==> src/rtl/glb_pkg.sv <==
// -----------------------------------------------------------------------------
// glb_pkg
//   Shared definitions for the glb scratchpad and its initiator-side controller.
//
//   Contents:
//     GLB_DEPTH     number of rows in the scratchpad (64)
//     GLB_ADDR_W    row address width (6)
//     GLB_PASS_W    width of the pass counter (up to 16 passes)
//     glb_state_e   controller state encoding
//     glb_next_row  helper: row index increment with wrap at a programmable end
// -----------------------------------------------------------------------------
package glb_pkg;

  localparam int GLB_DEPTH  = 64;
  localparam int GLB_ADDR_W = 6;
  localparam int GLB_PASS_W = 4;

  typedef enum logic [2:0] {
    ST_IDLE      = 3'd0,
    ST_CLEAR     = 3'd1,
    ST_ACCUM     = 3'd2,
    ST_DRAIN_REQ = 3'd3,
    ST_DRAIN_CAP = 3'd4,
    ST_DRAIN_OUT = 3'd5
  } glb_state_e;

  // Next row index: wraps to 0 once the last programmed row is reached.
  function automatic logic [GLB_ADDR_W-1:0] glb_next_row(
    input logic [GLB_ADDR_W-1:0] row,
    input logic [GLB_ADDR_W-1:0] last
  );
    if (row == last) begin
      return '0;
    end
    return row + 1'b1;
  endfunction

endpackage

==> src/rtl/glb_ctrl.sv <==
// -----------------------------------------------------------------------------
// glb_ctrl
//   Initiator-side controller for the glb scratchpad. Writes a stream of
//   partial sums into consecutive rows over one or more passes (the first pass
//   overwrites, later passes accumulate), then drains the finished rows out
//   through a valid/ready stream.
//
//   Ports:
//     w_clk, w_rst         clock, synchronous active-high reset
//     w_start              start a job (honoured in IDLE only)
//     w_len_m1             rows - 1, latched on start
//     w_passes_m1          passes - 1, latched on start
//     w_in_valid/w_in_data input partial-sum stream (r_in_ready back)
//     r_out_valid/r_out_data, w_out_ready  drained-row stream
//     r_glb_*              glb control pins (combinational)
//     w_glb_data_out       glb load result
//     r_busy               high in every state but IDLE
//     r_done               one-cycle pulse after the last drained row
//
//   Drain sequence per row: REQ presents a load, CAP captures the glb output
//   register, OUT holds the word until the consumer takes it.
// -----------------------------------------------------------------------------
module glb_ctrl
  import glb_pkg::*;
#(
  parameter int num_bits = 16
) (
  input  logic                  w_clk,
  input  logic                  w_rst,
  input  logic                  w_start,
  input  logic [GLB_ADDR_W-1:0] w_len_m1,
  input  logic [GLB_PASS_W-1:0] w_passes_m1,
  input  logic                  w_in_valid,
  input  logic [num_bits-1:0]   w_in_data,
  output logic                  r_in_ready,
  output logic                  r_out_valid,
  output logic [num_bits-1:0]   r_out_data,
  input  logic                  w_out_ready,
  output logic                  r_glb_ready,
  output logic                  r_glb_rw,
  output logic                  r_glb_add,
  output logic [GLB_ADDR_W-1:0] r_glb_address,
  output logic [num_bits-1:0]   r_glb_data_in,
  input  logic [num_bits-1:0]   w_glb_data_out,
  output logic                  r_busy,
  output logic                  r_done
);

  glb_state_e            state_q, state_d;
  logic [GLB_ADDR_W-1:0] row_q, row_d;
  logic [GLB_ADDR_W-1:0] len_q, len_d;
  logic [GLB_PASS_W-1:0] pass_q, pass_d;
  logic [GLB_PASS_W-1:0] passes_q, passes_d;
  logic [num_bits-1:0]   out_data_q, out_data_d;
  logic                  done_q, done_d;

  logic row_last;
  logic pass_last;
  logic in_hs;
  logic out_hs;

  assign row_last  = (row_q == len_q);
  assign pass_last = (pass_q == passes_q);
  assign in_hs     = (state_q == ST_ACCUM) && w_in_valid;
  assign out_hs    = (state_q == ST_DRAIN_OUT) && w_out_ready;

  // ---------------------------------------------------------------------------
  // Next-state logic
  // ---------------------------------------------------------------------------
  always_comb begin
    state_d    = state_q;
    row_d      = row_q;
    len_d      = len_q;
    pass_d     = pass_q;
    passes_d   = passes_q;
    out_data_d = out_data_q;
    done_d     = 1'b0;

    case (state_q)
      ST_IDLE: begin
        if (w_start) begin
          len_d    = w_len_m1;
          passes_d = w_passes_m1;
          state_d  = ST_CLEAR;
        end
      end

      ST_CLEAR: begin
        row_d   = '0;
        pass_d  = '0;
        state_d = ST_ACCUM;
      end

      ST_ACCUM: begin
        if (in_hs) begin
          // Row wrap and pass advance happen on the same handshake, so the
          // stream continues without a bubble into the next pass.
          row_d = glb_next_row(row_q, len_q);
          if (row_last) begin
            if (pass_last) begin
              state_d = ST_DRAIN_REQ;
            end else begin
              pass_d = pass_q + 1'b1;
            end
          end
        end
      end

      ST_DRAIN_REQ: begin
        state_d = ST_DRAIN_CAP;
      end

      ST_DRAIN_CAP: begin
        // glb output register holds the row requested in DRAIN_REQ.
        out_data_d = w_glb_data_out;
        state_d    = ST_DRAIN_OUT;
      end

      ST_DRAIN_OUT: begin
        if (out_hs) begin
          if (row_last) begin
            done_d  = 1'b1;
            state_d = ST_IDLE;
          end else begin
            row_d   = row_q + 1'b1;
            state_d = ST_DRAIN_REQ;
          end
        end
      end

      default: begin
        state_d = ST_IDLE;
      end
    endcase
  end

  // ---------------------------------------------------------------------------
  // State registers
  // ---------------------------------------------------------------------------
  always_ff @(posedge w_clk) begin
    if (w_rst) begin
      state_q    <= ST_IDLE;
      row_q      <= '0;
      len_q      <= '0;
      pass_q     <= '0;
      passes_q   <= '0;
      out_data_q <= '0;
      done_q     <= 1'b0;
    end else begin
      state_q    <= state_d;
      row_q      <= row_d;
      len_q      <= len_d;
      pass_q     <= pass_d;
      passes_q   <= passes_d;
      out_data_q <= out_data_d;
      done_q     <= done_d;
    end
  end

  // ---------------------------------------------------------------------------
  // Outputs. Everything is forced low while reset is held; that includes
  // r_glb_ready, so the scratchpad is wiped during reset as well.
  // ---------------------------------------------------------------------------
  always_comb begin
    r_in_ready    = 1'b0;
    r_out_valid   = 1'b0;
    r_out_data    = '0;
    r_glb_ready   = 1'b0;
    r_glb_rw      = 1'b0;
    r_glb_add     = 1'b0;
    r_glb_address = '0;
    r_glb_data_in = '0;
    r_busy        = 1'b0;
    r_done        = 1'b0;

    if (!w_rst) begin
      r_out_data  = out_data_q;
      r_done      = done_q;
      r_busy      = (state_q != ST_IDLE);
      r_glb_ready = 1'b1;

      case (state_q)
        ST_CLEAR: begin
          r_glb_ready = 1'b0;
        end

        ST_ACCUM: begin
          r_in_ready    = 1'b1;
          // Store only on an accepted word; idle input cycles become loads.
          r_glb_rw      = w_in_valid;
          r_glb_add     = (pass_q != '0);
          r_glb_address = row_q;
          r_glb_data_in = w_in_data;
        end

        ST_DRAIN_REQ, ST_DRAIN_CAP: begin
          r_glb_address = row_q;
        end

        ST_DRAIN_OUT: begin
          r_out_valid   = 1'b1;
          r_glb_address = row_q;
        end

        default: begin
        end
      endcase
    end
  end

endmodule

==> config.mk <==
export PLATFORM = sky130hd
export DESIGN_NAME = glb_ctrl
export DESIGN_NICKNAME = d
export VERILOG_FILES = /design/src/rtl/glb_pkg.sv /design/src/rtl/glb_ctrl.sv
export SDC_FILE = /design/constraint.sdc
export NUM_CORES = 1
export LEC_CHECK = 0
export CAP_MARGIN = 40
export CELL_PAD_IN_SITES_DETAIL_PLACEMENT = 0
export CELL_PAD_IN_SITES_GLOBAL_PLACEMENT = 1
export CORE_MARGIN = 2
export CORE_UTILIZATION = 30
export CTS_BUF_LIST = sky130_fd_sc_hd__clkbuf_8
export DETAILED_ROUTE_END_ITERATION = 8
export PLACE_DENSITY = 0.88
export SLEW_MARGIN = 5
export SYNTH_ARGS = -nofsm -noshare
export SYNTH_HDL_FRONTEND = slang
export SYNTH_SLANG_ARGS = --single-unit
export TNS_END_PERCENT = 100
==> constraint.sdc <==
create_clock -name w_clk -period 2.25 [get_ports w_clk]
set_input_delay 0.3375 -clock w_clk [delete_from_list [all_inputs] [get_ports w_clk]]
set_output_delay 0.3375 -clock w_clk [all_outputs]
set_load 0.02 [all_outputs]
==> reports/metrics.yaml, run 1 <==
run_status:
  status: "finished, final reports clean"
worst_hold_path:
  hold_path.class: "reg -> reg"
  min-delay-start: "out_data_q[11]"
  holdPathStages: 2
  min_to: "out_data_q[11]"
synthesis:
  syn_area_um2: 2100
  synth.distinct_cells: 42
  synthFlopType: "dfxtp_1"
  ys_seq_area_share_pct: 38.0
  syn_avg_cell_area_um2: 7.68
  netlist_instances: 274
  synth_edf_count: 0
  ys.warnings.count: 0
  ys_seq_elements: 40
  synth_nets: 324
  synthArstFlopShare_pct: 0
sta:
  fin_crit_sh_pct: 93.2
  setup_slack_ns: 0.153
  max_slew_margin_pct: 58.2
  worst_slew_pin_slew_ns: 0.628
  finalSetupTns_ns: 0
  fin_crit_ns: 2.10
  rsz0062_at_grt: "no"
  finClkSkew_ns: 0.0136
  hold_viol_final: 0
  slew_viol_final: 0
  setup-violations-final: 0
  max_freq_ghz: 0.477
floorplan:
  io_pins: 92
  initial_core_util_pct: 31.0
  die_w_um: 87.8
  rows: 30
  die_y_um: 87.8
  dieArea_um2: 7700
  core_um2: 6790
place:
  gp_congestion: 0.788
  pre_cts_ws_ns: 0.0619
  port_buffers: 91
  hpwl_mm: 4.36
finish:
  diodes: 0
  fillers: 690
  final_layout_size_suffix_gt1_share_pct: 12.7
  seq_area_um2: 801
  layout.nets: 419
  area_delta_synth_final_pct: 51.1
  multiInputGateArea_um2: 1230
drt:
  via_count: 2139
  ant_nets: 0
  firstDrtPassIters: 4
  drc: 0
  wl_mm: 5.69
  drt-initial-drc-count: 100
  avgRoutedWirePerCell_um: 12.2
  viasPerCell: 4.59
critical_path:
  crit_required_ns: 1.91
  r2r-end: "row_q[4]"
  timing.reg2reg.setup_slack_ns: 0.42
  cp.arrival_ns: 1.76
  path_max_fanout: 12
  worst_setup_path_start_kind: "flip-flop"
  r2r_start: "state_q[0]"
  crit_type: "reg -> out"
  endpoint_kind: "output pin"
  r2r_cells: 6
clock_network:
  clkTransAtPathRegs_ns: 0.08
  cts_buffers: 5
  clock_sink_count: 40
  htreeDepth: 2
  cts_hold_buf: 0
  clkLatencyLatePin_ns: 0.29
  clockRootBuffer: "clkbuf_8"
  postCtsSetupRepairBufs: 0
  tritoncts: "built"
  cts_buffer_depth: 2
  cts-resized-gates: 21
global_routing:
  grt_first_pass_wirelength_mm: 9.06
  grt_pass1_vias: 1963
  grt_max_degree: 20
  antenna_found_initial: 0
  grt-ovfl-total: 0
  grt_usage_pct: 14.7
power:
  power_per_cell_area_nw_per_um2: 596
  irDropWorstVdd_uv: 236
  leakagePower_nw: 1.31
  p_total_mw: 1.89
flow_run:
  cap_violations: 0
## power by group
part / leakage [nW] / switching [mW] / internal, mW
logic: 0.936 / 0.332 / 0.290
registers: 0.324 / 0.0281 / 0.752
clock network: 0.0510 / 0.248 / 0.245
total: 1.31 / 0.608 / 1.29
## worst max path at each step
stage	startpoint	end	slack [ns]	depth (start not counted)
2_1_floorplan	state_q[0]	r_glb_data_in[10]	0.32	6
3_3_place_gp	state_q[0]	r_glb_data_in[4]	0.15	6
3_5_place_dp	state_q[0]	r_glb_data_in[10]	0.06	6
4_1_cts	state_q[2]	r_glb_address[5]	0.002	5
5_1_grt	state_q[1]	r_out_valid	0.03	4
6_report	state_q[1]	r_out_valid	0.15	4
## cells in the final DEF, fill, tap and decap left out, drive strengths merged, types with 6 or more instances in the layout
| cell type | count |
|---|---|
| clkbuf | 23 |
| nor2 | 15 |
| and2 | 24 |
| buf | 13 |
| nand2 | 59 |
| nor2b | 19 |
| o21ai | 7 |
| a21oi | 33 |
| nand3 | 6 |
| xor2 | 10 |
| clkdlybuf4s50 | 66 |
| dfxtp | 40 |
## worst max-delay path, cell delays in order, from the launching register on
cell	delay [ns]
dfxtp_1	0.32
buf_4	0.17
nand3b_1	0.18
nor2_1	0.16
clkdlybuf4s50_1	0.65
## state kept, by name (all words and copies together) (netlist names)
register and count:
done_q 1, len_q 6, out_data_q 16, pass_q 4
passes_q 4, row_q 6, state_q 3
## kinds of logic (layout without fill, tap and decap cells)
family	Yosys count	after routing	share of synthesized area, %
AOI/OAI and AO/OA	51	51	13.6
xor gates and xnor gates	11	11	4.58
adders and majority gates	3	3	1.78
buffers and inverters	19	115	3.81
DFF	40	40	38.1
muxes	1	1	0.476
and+or+nand+nor	149	149	37.7
## layer usage
layer / part of all wire (%) / vias to the layer above / GRT usage (%)
li1: - / 1097 / -
met4: 0.91 / 0 / 3.78
met2: 47 / 73 / 24.9
met1: 45 / 963 / 18.5
met3: 7.5 / 6 / 3.68
met5: 0 / - / 0
## through the flow
stage                     utilization (%)  std cells  cell area (um^2)  hold WS (ns)
final                                46.8        466              3180         0.450
after global routing                 46.8        466              3180         0.474
after CTS                            47.6        466              3230         0.445
after detailed placement             46.6        458              3170         0.443
after global placement               46.6        458              3170         0.437
after floorplan                         -        274              2100         0.432
## synthesized netlist by cell type (all sizes together) (2+ instances only)
library cell	number	area share (%)
ha	3	1.8
nor2b	19	5.6
nand2	59	11
nor2	15	2.8
dfxtp	40	38
a21oi	33	7.8
inv	4	0.71
nand3	6	1.4
nand3b	2	0.71
o21ai	7	1.7
nand2b	4	1.2
clkbuf	10	1.8
nor4	3	1.6
or3	4	1.2
a21boi	2	0.71
nor3	4	0.95
a211oi	3	1.1
and2	24	7.2
buf	5	1.3
xor2	10	4.2
## area by class of cell
| cell class | count | share of cell area (%) |
|---|---|---|
| multi-input combinational | 215 | 38.6 |
| clock buffer | 6 | 2.60 |
| tap | 96 | 3.78 |
| inverter | 4 | 0.472 |
| sequential | 40 | 25.2 |
| timing repair buffer | 103 | 29.1 |
| clock inverter | 2 | 0.315 |
(Power assumes the default switching activity.)
==> inputs of run 2 (changes only) <==
--- a/config.mk
+++ b/config.mk
@@ -12,6 +12,7 @@
 export CORE_UTILIZATION = 30
 export CTS_BUF_LIST = sky130_fd_sc_hd__clkbuf_8
 export DETAILED_ROUTE_END_ITERATION = 8
+export HOLD_SLACK_MARGIN = 0.03
 export PLACE_DENSITY = 0.88
 export SLEW_MARGIN = 5
 export SYNTH_ARGS = -nofsm -noshare
==> results of run 2 <==
Same layout as run 1: the final DEF is identical, and so are final timing and power.
==> inputs of run 3 (changes only) <==
--- a/config.mk
+++ b/config.mk
@@ -13,7 +13,7 @@
 export CTS_BUF_LIST = sky130_fd_sc_hd__clkbuf_8
 export DETAILED_ROUTE_END_ITERATION = 8
 export HOLD_SLACK_MARGIN = 0.03
-export PLACE_DENSITY = 0.88
+export PLACE_DENSITY_LB_ADDON = 0.25
 export SLEW_MARGIN = 5
 export SYNTH_ARGS = -nofsm -noshare
 export SYNTH_HDL_FRONTEND = slang
==> run 3 against run 2 <==
Effect of this change: global-route usage is 0.40 points lower; die area is the same; largest cell class unchanged; setup slack worse by 0.023 ns; critical endpoint is now r_glb_data_in[10]; first-iteration DRC count fell by 26%; sequential share of layout area down 0.75 points; routed wire length down 3.7%; critical path type unchanged; sequential power about the same.
==> reports/metrics.yaml, run 3 (synthesized netlist as in run 1, its figures left out) <==
finish:
  final_layout_size_suffix_gt1_share_pct: 8.63  # -4.1 points
  largest_reg_flops: 16  # unchanged
  layout_common_cells: "clkdlybuf4s50_1 (65), nand2_1 (59), dfxtp_1 (40)"
  fillers: 691  # +0.14%
  seq_area_um2: 801  # unchanged
  final_common_cell: "clkdlybuf4s50_1"
  diodes: 0  # unchanged
  multiInputGateArea_um2: 1230  # +0.61%
  largest-register: "out_data_q"
  layout.nets: 420  # +0.24%
  reg_top3: "out_data_q (16), len_q (6), row_q (6)"
  area_delta_synth_final_pct: 55.8
sta:
  rsz0062_at_grt: "no"
  finClkSkew_ns: 0.00431  # -0.00931 ns
  worst_slew_pin_slew_ns: 0.653  # +0.0249 ns
  slew_viol_final: 0  # unchanged
  hold_viol_final: 0  # unchanged
  setup-violations-final: 0  # unchanged
  fin_crit_ns: 2.12  # +0.0234 ns
  max_slew_margin_pct: 56.5  # -1.7 points
  finalSetupTns_ns: 0  # unchanged
  hold_ws_ns: 0.413  # -0.0378 ns
  max_freq_ghz: 0.472  # -1.1%
  fin_crit_sh_pct: 94.3  # +1.0 points
worst_hold_path:
  hold_path.class: "in -> reg"
flow_run:
  cap_violations: 0  # unchanged
critical_path:
  worst_setup_path_start_kind: "flip-flop"
  worst_path_max_delay_cell: "or2_2"
  crit_type: "reg -> out"
  critPathBufInv: 2  # unchanged
  path_cells: "nand2b_1 > or2_2 > nor2_2 > buf_12 > and2_1 > clkdlybuf4s15_1"
  path_max_fanout: 18  # +6
  max_stage_delay_ns: 0.32  # -0.33 ns
  cp.arrival_ns: 1.78  # +0.02 ns
  endpoint_kind: "output pin"
  crit_family: "simple AND/OR/NAND/NOR gates"
  crit_required_ns: 1.91  # about the same
drt:
  drc: 0  # unchanged
  via_count: 2111  # -1.3%
  ant_nets: 0  # unchanged
  viasPerCell: 4.52  # -1.5%
  avgRoutedWirePerCell_um: 11.7  # -4.0%
  wl_mm: 5.48  # -3.7%
  drt-initial-drc-count: 74  # -26%
  firstDrtPassIters: 4  # unchanged
clock_network:
  postCtsSetupRepairBufs: 0  # unchanged
  cts_buffers: 5  # unchanged
  clkTransAtPathRegs_ns: 0.07  # about the same
  cts_hold_buf: 0  # unchanged
  clockRootBuffer: "clkbuf_8"
  htreeDepth: 2  # unchanged
  cts_buffer_depth: 2  # unchanged
  clock_sink_count: 40  # unchanged
  tritoncts: "built"
  clkLatencyLatePin_ns: 0.29  # about the same
power:
  leakagePower_nw: 1.37  # +4.3%
  power_per_cell_area_nw_per_um2: 576  # -3.4%
  irDropWorstVdd_uv: 259  # +9.8%
global_routing:
  grt_pass1_vias: 1920  # -2.2%
  grt_usage_pct: 14.3  # -0.40 points
  grt_first_pass_wirelength_mm: 8.71  # -3.8%
  antenna_found_initial: 0  # unchanged
  grt-ovfl-total: 0  # unchanged
  grt_max_degree: 27  # +35%
run_status:
  status: "finished, final reports clean"
floorplan:
  die_y_um: 87.8  # unchanged
  initial_core_util_pct: 31.0  # unchanged
  rows: 30  # unchanged
  io_pins: 92  # unchanged
  dieArea_um2: 7700  # unchanged
  die_w_um: 87.8  # unchanged
  core_um2: 6790  # unchanged
place:
  gp_congestion: 0.776  # -1.5%
  port_buffers: 91  # unchanged
  hpwl_mm: 4.20  # -3.9%
-- run 3: routing by layer --
layer | wire, um | global-route usage [%] | vias to the layer above | share of wire (%)
met5 | 0 | 0 | - | 0
met1 | 2440 | 17.7 | 948 | 45
li1 | - | - | 1094 | -
met3 | 478 | 4.90 | 4 | 8.7
met4 | 46 | 4.20 | 0 | 0.84
met2 | 2510 | 23.5 | 65 | 46
-- run 3: per-stage QoR --
stage	cells	total power [mW]	worst slack [ns]	cell area, um^2	utilization (%)
after floorplan	274	1.18	0.323	2100	-
after global placement	459	1.43	0.147	3180	46.7
after detailed placement	459	1.44	0.129	3180	46.7
after CTS	467	1.90	0.0191	3240	47.8
after global routing	467	2.01	0.00243	3280	48.3
final	467	1.89	0.129	3280	48.3
-- run 3: area by class of cell --
cell class	count	area share, %
Clock buffer	6	2.52
Clock inverter	2	0.229
Inverter	4	0.458
Multi-Input combinational cell	215	37.6
Sequential cell	40	24.4
Tap cell	96	3.66
Timing Repair Buffer	104	31.1
-- run 3: worst register-to-register path: cells and delay by family (launching register included) --
| family | cells | cell delay (ns) |
|---|---|---|
| buffers and inverters | 1 | 0.19 |
| flip-flops | 1 | 0.35 |
| AO/OA/AOI/OAI | 2 | 0.45 |
| AND/OR/NAND/NOR | 3 | 0.80 |
-- run 3: path summary, 6_finish.rpt --
path	start	endpoint	slack, ns	cells past startpoint
max reg2reg	state_q[2]	row_q[4]	0.37	6
max	state_q[0]	r_glb_data_in[10]	0.13	6
min	w_rst	state_q[2]	0.41	2
min reg2reg	out_data_q[9]	out_data_q[9]	0.45	2
-- run 3: repair_timing --
| item | in CTS | in global routing |
|---|---|---|
| gates resized for setup | 20 | 26 |
| pin swaps | 0 | 0 |
| endpoints found under the setup margin | 24 | 22 |
-- run 3: power by group --
| part | switching (mW) | internal, mW |
|---|---|---|
| sequential | 0.0272 | 0.752 |
| clock | 0.237 | 0.241 |
| combinational | 0.333 | 0.296 |
| total | 0.597 | 1.29 |
